$ cat src/rtl/run_tx_pkg.sv
// Shared types and defaults for the run_tx serial run transmitter.
package run_tx_pkg;

    typedef enum logic [1:0] {
        S_IDLE = 2'b00,
        S_RUN  = 2'b01,
        S_GAP  = 2'b10
    } state_t;

    localparam int unsigned GAP_DEFAULT   = 1;
    localparam int unsigned LEN_W_DEFAULT = 4;

endpackage

$ cat src/rtl/run_tx_if.sv
// Sequencer <-> run_tx handshake and serial line bundle.
// The abort signal exists only when RUN_TX_ABORT_EN is defined.
interface run_tx_if
    import run_tx_pkg::*;
#(
    parameter int unsigned LEN_W = LEN_W_DEFAULT
);
    logic             start;
    logic [LEN_W-1:0] len;
    logic             ready;
    logic             q;
    logic             done;
`ifdef RUN_TX_ABORT_EN
    logic             abort;

    modport master (output start, len, abort, input  ready, q, done);
    modport slave  (input  start, len, abort, output ready, q, done);
`else
    modport master (output start, len, input  ready, q, done);
    modport slave  (input  start, len, output ready, q, done);
`endif
endinterface

$ cat src/rtl/run_tx_cnt.sv
// Loadable down-counter with zero flag, shared by the run and gap phases.
module run_tx_cnt #(
    parameter int unsigned LEN_W = 4
) (
    input  logic             clk,
    input  logic             reset,
    input  logic             load,
    input  logic             dec,
    input  logic [LEN_W-1:0] d,
    output logic             zero
);
    logic [LEN_W-1:0] cnt;

    always_ff @(posedge clk or negedge reset) begin
        if (!reset) begin
            cnt <= '0;
        end else if (load) begin
            cnt <= d;
        end else if (dec) begin
            cnt <= cnt - LEN_W'(1);
        end
    end

    assign zero = (cnt == '0);
endmodule

$ cat src/rtl/run_tx.sv
// Serial run transmitter: q high for len cycles, low for GAP cycles, then done.
// Optional abort input enabled by RUN_TX_ABORT_EN. GAP legal range 1..15.
module run_tx
    import run_tx_pkg::*;
#(
    parameter int unsigned LEN_W = LEN_W_DEFAULT,
    parameter int unsigned GAP   = GAP_DEFAULT
) (
    input  logic     clk,
    input  logic     reset,
    run_tx_if.slave  bus
);
    localparam logic [LEN_W-1:0] GAP_LOAD = LEN_W'(GAP - 1);

    state_t           state;
    logic             q_r;
    logic             ready_r;
    logic             done_r;
    logic             accept;
    logic             abort_req;
    logic             cnt_load;
    logic             cnt_dec;
    logic             cnt_zero;
    logic [LEN_W-1:0] cnt_d;

    assign accept = (state == S_IDLE) && bus.start && (bus.len != '0);

`ifdef RUN_TX_ABORT_EN
    assign abort_req = bus.abort && ((state == S_RUN) || (state == S_GAP));
`else
    assign abort_req = 1'b0;
`endif

    // One counter serves both phases: loaded with len-1 on accept, GAP-1 on run end.
    always_comb begin
        cnt_load = 1'b0;
        cnt_dec  = 1'b0;
        cnt_d    = bus.len - LEN_W'(1);
        case (state)
            S_IDLE: cnt_load = accept;
            S_RUN: begin
                if (cnt_zero) begin
                    cnt_load = 1'b1;
                    cnt_d    = GAP_LOAD;
                end else begin
                    cnt_dec = 1'b1;
                end
            end
            S_GAP:   cnt_dec = !cnt_zero;
            default: ;
        endcase
    end

    run_tx_cnt #(.LEN_W(LEN_W)) u_cnt (
        .clk   (clk),
        .reset (reset),
        .load  (cnt_load),
        .dec   (cnt_dec),
        .d     (cnt_d),
        .zero  (cnt_zero)
    );

    always_ff @(posedge clk or negedge reset) begin
        if (!reset) begin
            state   <= S_IDLE;
            q_r     <= 1'b0;
            ready_r <= 1'b1;
            done_r  <= 1'b0;
        end else begin
            done_r <= 1'b0;
            if (abort_req) begin
                state   <= S_IDLE;
                q_r     <= 1'b0;
                ready_r <= 1'b1;
            end else begin
                case (state)
                    S_IDLE: begin
                        if (accept) begin
                            state   <= S_RUN;
                            q_r     <= 1'b1;
                            ready_r <= 1'b0;
                        end
                    end
                    S_RUN: begin
                        if (cnt_zero) begin
                            state <= S_GAP;
                            q_r   <= 1'b0;
                        end
                    end
                    S_GAP: begin
                        if (cnt_zero) begin
                            state   <= S_IDLE;
                            ready_r <= 1'b1;
                            done_r  <= 1'b1;
                        end
                    end
                    default: begin
                        state   <= S_IDLE;
                        q_r     <= 1'b0;
                        ready_r <= 1'b1;
                    end
                endcase
            end
        end
    end

    assign bus.q     = q_r;
    assign bus.ready = ready_r;
    assign bus.done  = done_r;
endmodule

$ cat src/flat_wrapper.sv
// flat-port wrapper written by rule: the top's interface ports become plain ports
module run_tx_flat import run_tx_pkg::*;
#(
    parameter int unsigned LEN_W = LEN_W_DEFAULT,
    parameter int unsigned GAP   = GAP_DEFAULT
)
  (clk, reset, bus_start, bus_len, bus_ready, bus_q, bus_done);
  run_tx_if #(.LEN_W(LEN_W)) bus_i ();
  input  logic clk;
  input  logic reset;
  input wire logic [$bits(bus_i.start)-1:0] bus_start;
  input wire logic [$bits(bus_i.len)-1:0] bus_len;
  output wire logic [$bits(bus_i.ready)-1:0] bus_ready;
  output wire logic [$bits(bus_i.q)-1:0] bus_q;
  output wire logic [$bits(bus_i.done)-1:0] bus_done;
  assign bus_i.start = bus_start;
  assign bus_i.len = bus_len;
  assign bus_ready = bus_i.ready;
  assign bus_q = bus_i.q;
  assign bus_done = bus_i.done;
  run_tx #(.LEN_W(LEN_W), .GAP(GAP)) u_core (.clk(clk), .reset(reset), .bus(bus_i));
endmodule
$ cat config.mk
export PLATFORM = sky130hd
export DESIGN_NAME = run_tx_flat
export DESIGN_NICKNAME = d
export VERILOG_FILES = /design/src/rtl/run_tx_pkg.sv /design/src/rtl/run_tx_if.sv /design/src/rtl/run_tx_cnt.sv /design/src/rtl/run_tx.sv /design/src/flat_wrapper.sv
export SDC_FILE = /design/constraint.sdc
export NUM_CORES = 1
export LEC_CHECK = 0
export CAP_MARGIN = 0
export CORE_MARGIN = 2
export CORE_UTILIZATION = 35
export CTS_CLUSTER_SIZE = 24
export DETAILED_ROUTE_END_ITERATION = 6
export GPL_TIMING_DRIVEN = 0
export PLACE_DENSITY = 0.53
export RECOVER_POWER = 100
export SYNTH_ARGS = -nofsm -noshare
export SYNTH_HDL_FRONTEND = slang
export SYNTH_SLANG_ARGS = --single-unit
$ cat constraint.sdc
create_clock -name clk -period 2.25 [get_ports clk]
set_input_delay 0.45 -clock clk [delete_from_list [all_inputs] [get_ports clk]]
set_output_delay 0.45 -clock clk [all_outputs]
set_load 0.03 [all_outputs]
# == Word-level counts from Yosys, hierarchy flattened ==
# Index checks and enable logic that the tools add are counted.
# word_totals
regBits,9
out_inout_bits,3
# classes
n_addsub,2
eq_ne,5
n_mux,19
n_bitwise,2
reduce_logical,10
# op_table
operator,count
$mux 4,4
$reduce_and 3->1,3
$sub 4x1->4 const B,2
$mux 1,7
$mux 2,3
$ne 2x1->1 const B,3
$pmux 1 s3,2
$pmux 2 s3,1
$logic_not 4->1,1
$pmux 1 s2,2
$reduce_bool 4->1,1
$eq 2x1->1 const B,1
$eq 2x2->1 const B,1
$logic_and 1x1->1,2
$logic_not 2->1,1
$not 1->1,2
$reduce_bool 2->1,1
$logic_not 1->1,1

# == Longest topological paths before layout ==
# logic_depth
depth_word,5
depth_mapped,7

# == By module ==
# From an unflattened synthesis, not the netlist that was laid out.
# unflattened
cells_unflattened,66
area_unflattened_um2,644.4
# modules_own_cells
mod,instances,cells_each,area_per_inst_um2
run_tx,1,45,414.1
run_tx_cnt,1,21,230.2

# == Worst setup path after synthesis ==
# Ideal clock, no wire load.
# synth_path
path_kind,register to register
startpoint,reg u_core.u_cnt.cnt[0]
endpoint,reg u_core.state[0]
setup_ps,125
t_arrival_ps,1414
slack_ps,711
path_stages_with_launch,7
path_buffers,0
path_cell_list,dfrtp_1 inv_1 ha_1 nor3b_4 nor2_1 a21oi_1 mux2_2
# synth_via
elab_chain_cells,3
elab_cells_between_ends,4
# synth_rtl
element,line_no,rtl
"start, declared",run_tx_cnt.sv:12,logic [LEN_W-1:0] cnt;
"start signal, assigned",run_tx_cnt.sv:20,cnt <= cnt - LEN_W'(1);
$logic_not 4->1 (*),run_tx_cnt.sv:24,assign zero = (cnt == '0);
$ne 2x1->1 (no line),--,
$reduce_and 3->1 (no line) (*),--,
"end signal, assigned",run_tx.sv:65,state <= S_IDLE;
"end signal, assigned",run_tx.sv:72,state <= S_IDLE;
"end signal, assigned",run_tx.sv:79,state <= S_RUN;
"end, declared",run_tx.sv:15,state_t state;
# Mark *: on every way between the ends. The rest lies on a longest branch, timed or not.
# A chain may end at the register's enable or synchronous reset.

# == Worst setup path in the final report ==
# layout_path
startpoint,"reg u_core.ready_r, in the netlist u_core.bus.ready"
endpoint,out bus_ready
# layout_lines
element,line_no,rtl
"start, declared",run_tx.sv:17,logic ready_r;
"start signal, assigned",run_tx.sv:67,ready_r <= 1'b1;
"start signal, assigned",run_tx.sv:74,ready_r <= 1'b1;
"start signal, assigned",run_tx.sv:81,ready_r <= 1'b0;
"end, declared",flat_wrapper.sv:13,output wire logic [$bits(bus_i.ready)-1:0] bus_ready;
# No word-level cell between the ends.

==> flow_metrics.env <==
export IMPL_drive_gt1_share_pct=13.2
export IMPL_port_buffer_count=9
export IMPL_syn_to_final_growth_pct=22.6
export IMPL_r2r_end="u_core.state[0]$_DFFE_PN0P_"
export IMPL_start_util_pct=36.9
export IMPL_gp_congestion=0.697
export IMPL_maxCapViolations=0
export IMPL_antenna_cells=0
export IMPL_cpPeakStageDelay_ns=0.73
export IMPL_grt_pass1_vias=452
export IMPL_drc=0
export IMPL_crit_start="u_core.bus.ready$_DFFE_PN1P_"
export IMPL_holdPathStages=2
export IMPL_skew_ns=0.000497
export IMPL_cts_buffers_inserted=3
export IMPL_cp_depth=1
export IMPL_powerDensity_nw_per_um2=1260
export IMPL_async_flop_share_pct=100
export IMPL_path_cells="dlygate4sd3_1"
export IMPL_die_x_um=46.4
export IMPL_post_route_util_pct=45.3
export IMPL_yosysTopAreaCellShare_pct=31.7
export IMPL_postCtsHoldBufs=0
export IMPL_hold_worst_slack_ns=0.484
export IMPL_dr_pass1_iters=3
export IMPL_die_y_um=46.4
export IMPL_cts_tree="built"
export IMPL_hold_class="register to register"
export IMPL_finalCriticalPeriod_ns=1.97
export IMPL_synth_seq_cells=9
export IMPL_synth_common_cells="8 x dfrtp_1, 8 x inv_1, 7 x nor2_1"
export IMPL_nets=90
export IMPL_arrival_ns=1.52
export IMPL_ir_drop_uv=407
export IMPL_cts_resized=0
export IMPL_syn_area_per_cell_um2=10.0
export IMPL_vias_per_cell=4.72
export IMPL_rrSetupSlack_ns=0.58
export IMPL_wirelength_mm=1.03
export IMPL_syn_inst=63
export IMPL_grt_total_usage_pct=12.0
export IMPL_power_leakage_nw=0.345
export IMPL_h_tree_depth=1
export IMPL_rr_worst_depth=5
export IMPL_io_pin_count=10
export IMPL_first_iter_violations=5
export IMPL_grt_max_degree=11
export IMPL_critPathBufInv=1
export IMPL_ant_nets=0
export IMPL_r2r_start="u_core.state[1]$_DFFE_PN0P_"
export IMPL_syn_nets=76
export IMPL_cts_clk_slew_worst_paths_ns=0.06
export IMPL_dieArea_um2=2160
export IMPL_vias=477
export IMPL_rsz0062_at_grt="no"
export IMPL_max_freq_mhz=508
export IMPL_crit_fanout=2
export IMPL_post_cts_buffers=0
export IMPL_fin_tns_setup_ns=0
export IMPL_post_synth_top_area_cell="dfrtp_1"
export IMPL_clock_path_buffers=2
export IMPL_outcome="finished clean"
export IMPL_finalSetupViolCount=0
export IMPL_grt_pass1_wl_mm=1.76
export IMPL_cts_sinks=9
export IMPL_worst_pin_slew_ns=0.432
export IMPL_ys_seq_area_share_pct=35.9
export IMPL_yosys_warnings=0
export IMPL_crit_path_end="bus_ready"
export IMPL_std_cell_rows=15
export IMPL_netlist_area_um2=631
export IMPL_start_kind="register"
export IMPL_fin_crit_sh_pct=87.4
export IMPL_synth_edf_count=0
export IMPL_criticalPathCategory="register to output pin"
export IMPL_ys_flop_type="dfrtp_1"
export IMPL_antenna_found_initial=0
export IMPL_clock_root_buffer="clkbuf_4"
export IMPL_relSlewSlack_pct=71.1
export IMPL_dp_hpwl_um=838
export IMPL_ys_top_cells_by_area="dfrtp_1 32%, ha_1 12%, inv_1 4.8%, dfstp_2 4.2%, nor2_1 4.2%"
export IMPL_hold_viol=0
export IMPL_grt_ovfl_total=0
export IMPL_netlist_cell_type_count=24
export IMPL_core_area_um2=1710
export IMPL_cp_slowest_cell="dlygate4sd3_1"
export IMPL_slew_viol_final=0
export IMPL_cpLargestDelayFamily="buffers and inverters"
export IMPL_avgRoutedWirePerCell_um=10.2
export IMPL_cp_end_kind="output pin"
export IMPL_clk_latency_ns=0.26
export IMPL_cp_required_ns=1.80
worst reg2reg max path: stages, from the launching register on:
cell and delay, ns:
dfrtp_1 0.39, inv_1 0.13, ha_1 0.33, o311ai_4 0.18, a21oi_1 0.19, mux2_2 0.34
per-stage QoR:
stage | cell area, um^2 | worst slack (ns) | std cells | power [mW]
finish | 773 | 0.282 | 101 | 0.974
global placement | 752 | 0.163 | 97 | 0.866
CTS | 778 | 0.340 | 101 | 0.999
detailed placement | 752 | 0.146 | 97 | 0.864
global route | 773 | 0.209 | 101 | 1.06
floorplan | 631 | 0.711 | 63 | 0.741
power breakdown:
group          switching [mW]  internal, mW
Sequential             0.0571         0.240
Combinational           0.288         0.260
Clock                  0.0605        0.0685
logic make-up (layout without fill, tap and decap cells):
group / after synthesis / after routing / synth area share, %
multiplexers: 1 / 1 / 1.79
adder cells (fa/ha/maj): 6 / 6 / 11.9
AND/OR/NAND/NOR: 16 / 16 / 16.7
AO/OA/AOI/OAI: 17 / 17 / 20.8
flip-flops: 9 / 9 / 35.9
XOR/XNOR: 5 / 5 / 6.95
buffers and inverters: 9 / 22 / 5.95
registers in the layout (all words and copies together) (netlist names):
| signal | cells |
|---|---|
| u_core.bus.done | 1 |
| u_core.state | 2 |
| u_core.bus.q | 1 |
| u_core.bus.ready | 1 |
| u_core.u_cnt.cnt | 4 |
cell usage in the layout, fill, tap and decap left out, drive strengths merged:
cell type	n
dlygate4sd3	5
clkbuf	4
buf	1
or3	1
xor2	2
a21oi	3
clkdlybuf4s50	4
dfstp	1
mux2	1
o21ai	6
dfrtp	8
nor2	7
nor3b	2
a211oi	3
ha	6
or3b	1
xnor2	3
o311ai	1
nor3	3
o311a	1
inv	8
and2	2
a21o	3
how the worst min path moves through the flow:
stage / from / endpoint
floorplan: reset / u_core.bus.done$_DFF_PN0_
global placement: u_core.bus.ready$_DFFE_PN1P_ / u_core.bus.ready$_DFFE_PN1P_
detailed placement: u_core.bus.q$_DFFE_PN0P_ / u_core.bus.q$_DFFE_PN0P_
CTS: u_core.bus.ready$_DFFE_PN1P_ / u_core.bus.ready$_DFFE_PN1P_
global route: u_core.bus.q$_DFFE_PN0P_ / u_core.bus.q$_DFFE_PN0P_
finish: u_core.bus.q$_DFFE_PN0P_ / u_core.bus.q$_DFFE_PN0P_
final cells by class:
| class | instances | area, um^2 |
|---|---|---|
| fillers | 163 | 935 |
| multi-input cells | 45 | 362 |
| flip-flops and latches | 9 | 226 |
| repair buffers | 9 | 90.1 |
| well taps | 25 | 31.3 |
| inverters | 8 | 30.0 |
| clock buffers | 4 | 26.3 |
| plain buffers | 1 | 7.51 |
layer usage:
layer	routed length, um	global-route usage, %	share of wire (%)	up-vias
met5	0	0	0	-
met4	30	8.57	2.9	0
met1	505	14.5	49	215
li1	-	-	-	246
met2	459	18.9	45	12
met3	35	2.35	3.4	4
No activity file was read; power rests on OpenSTA's default activity.
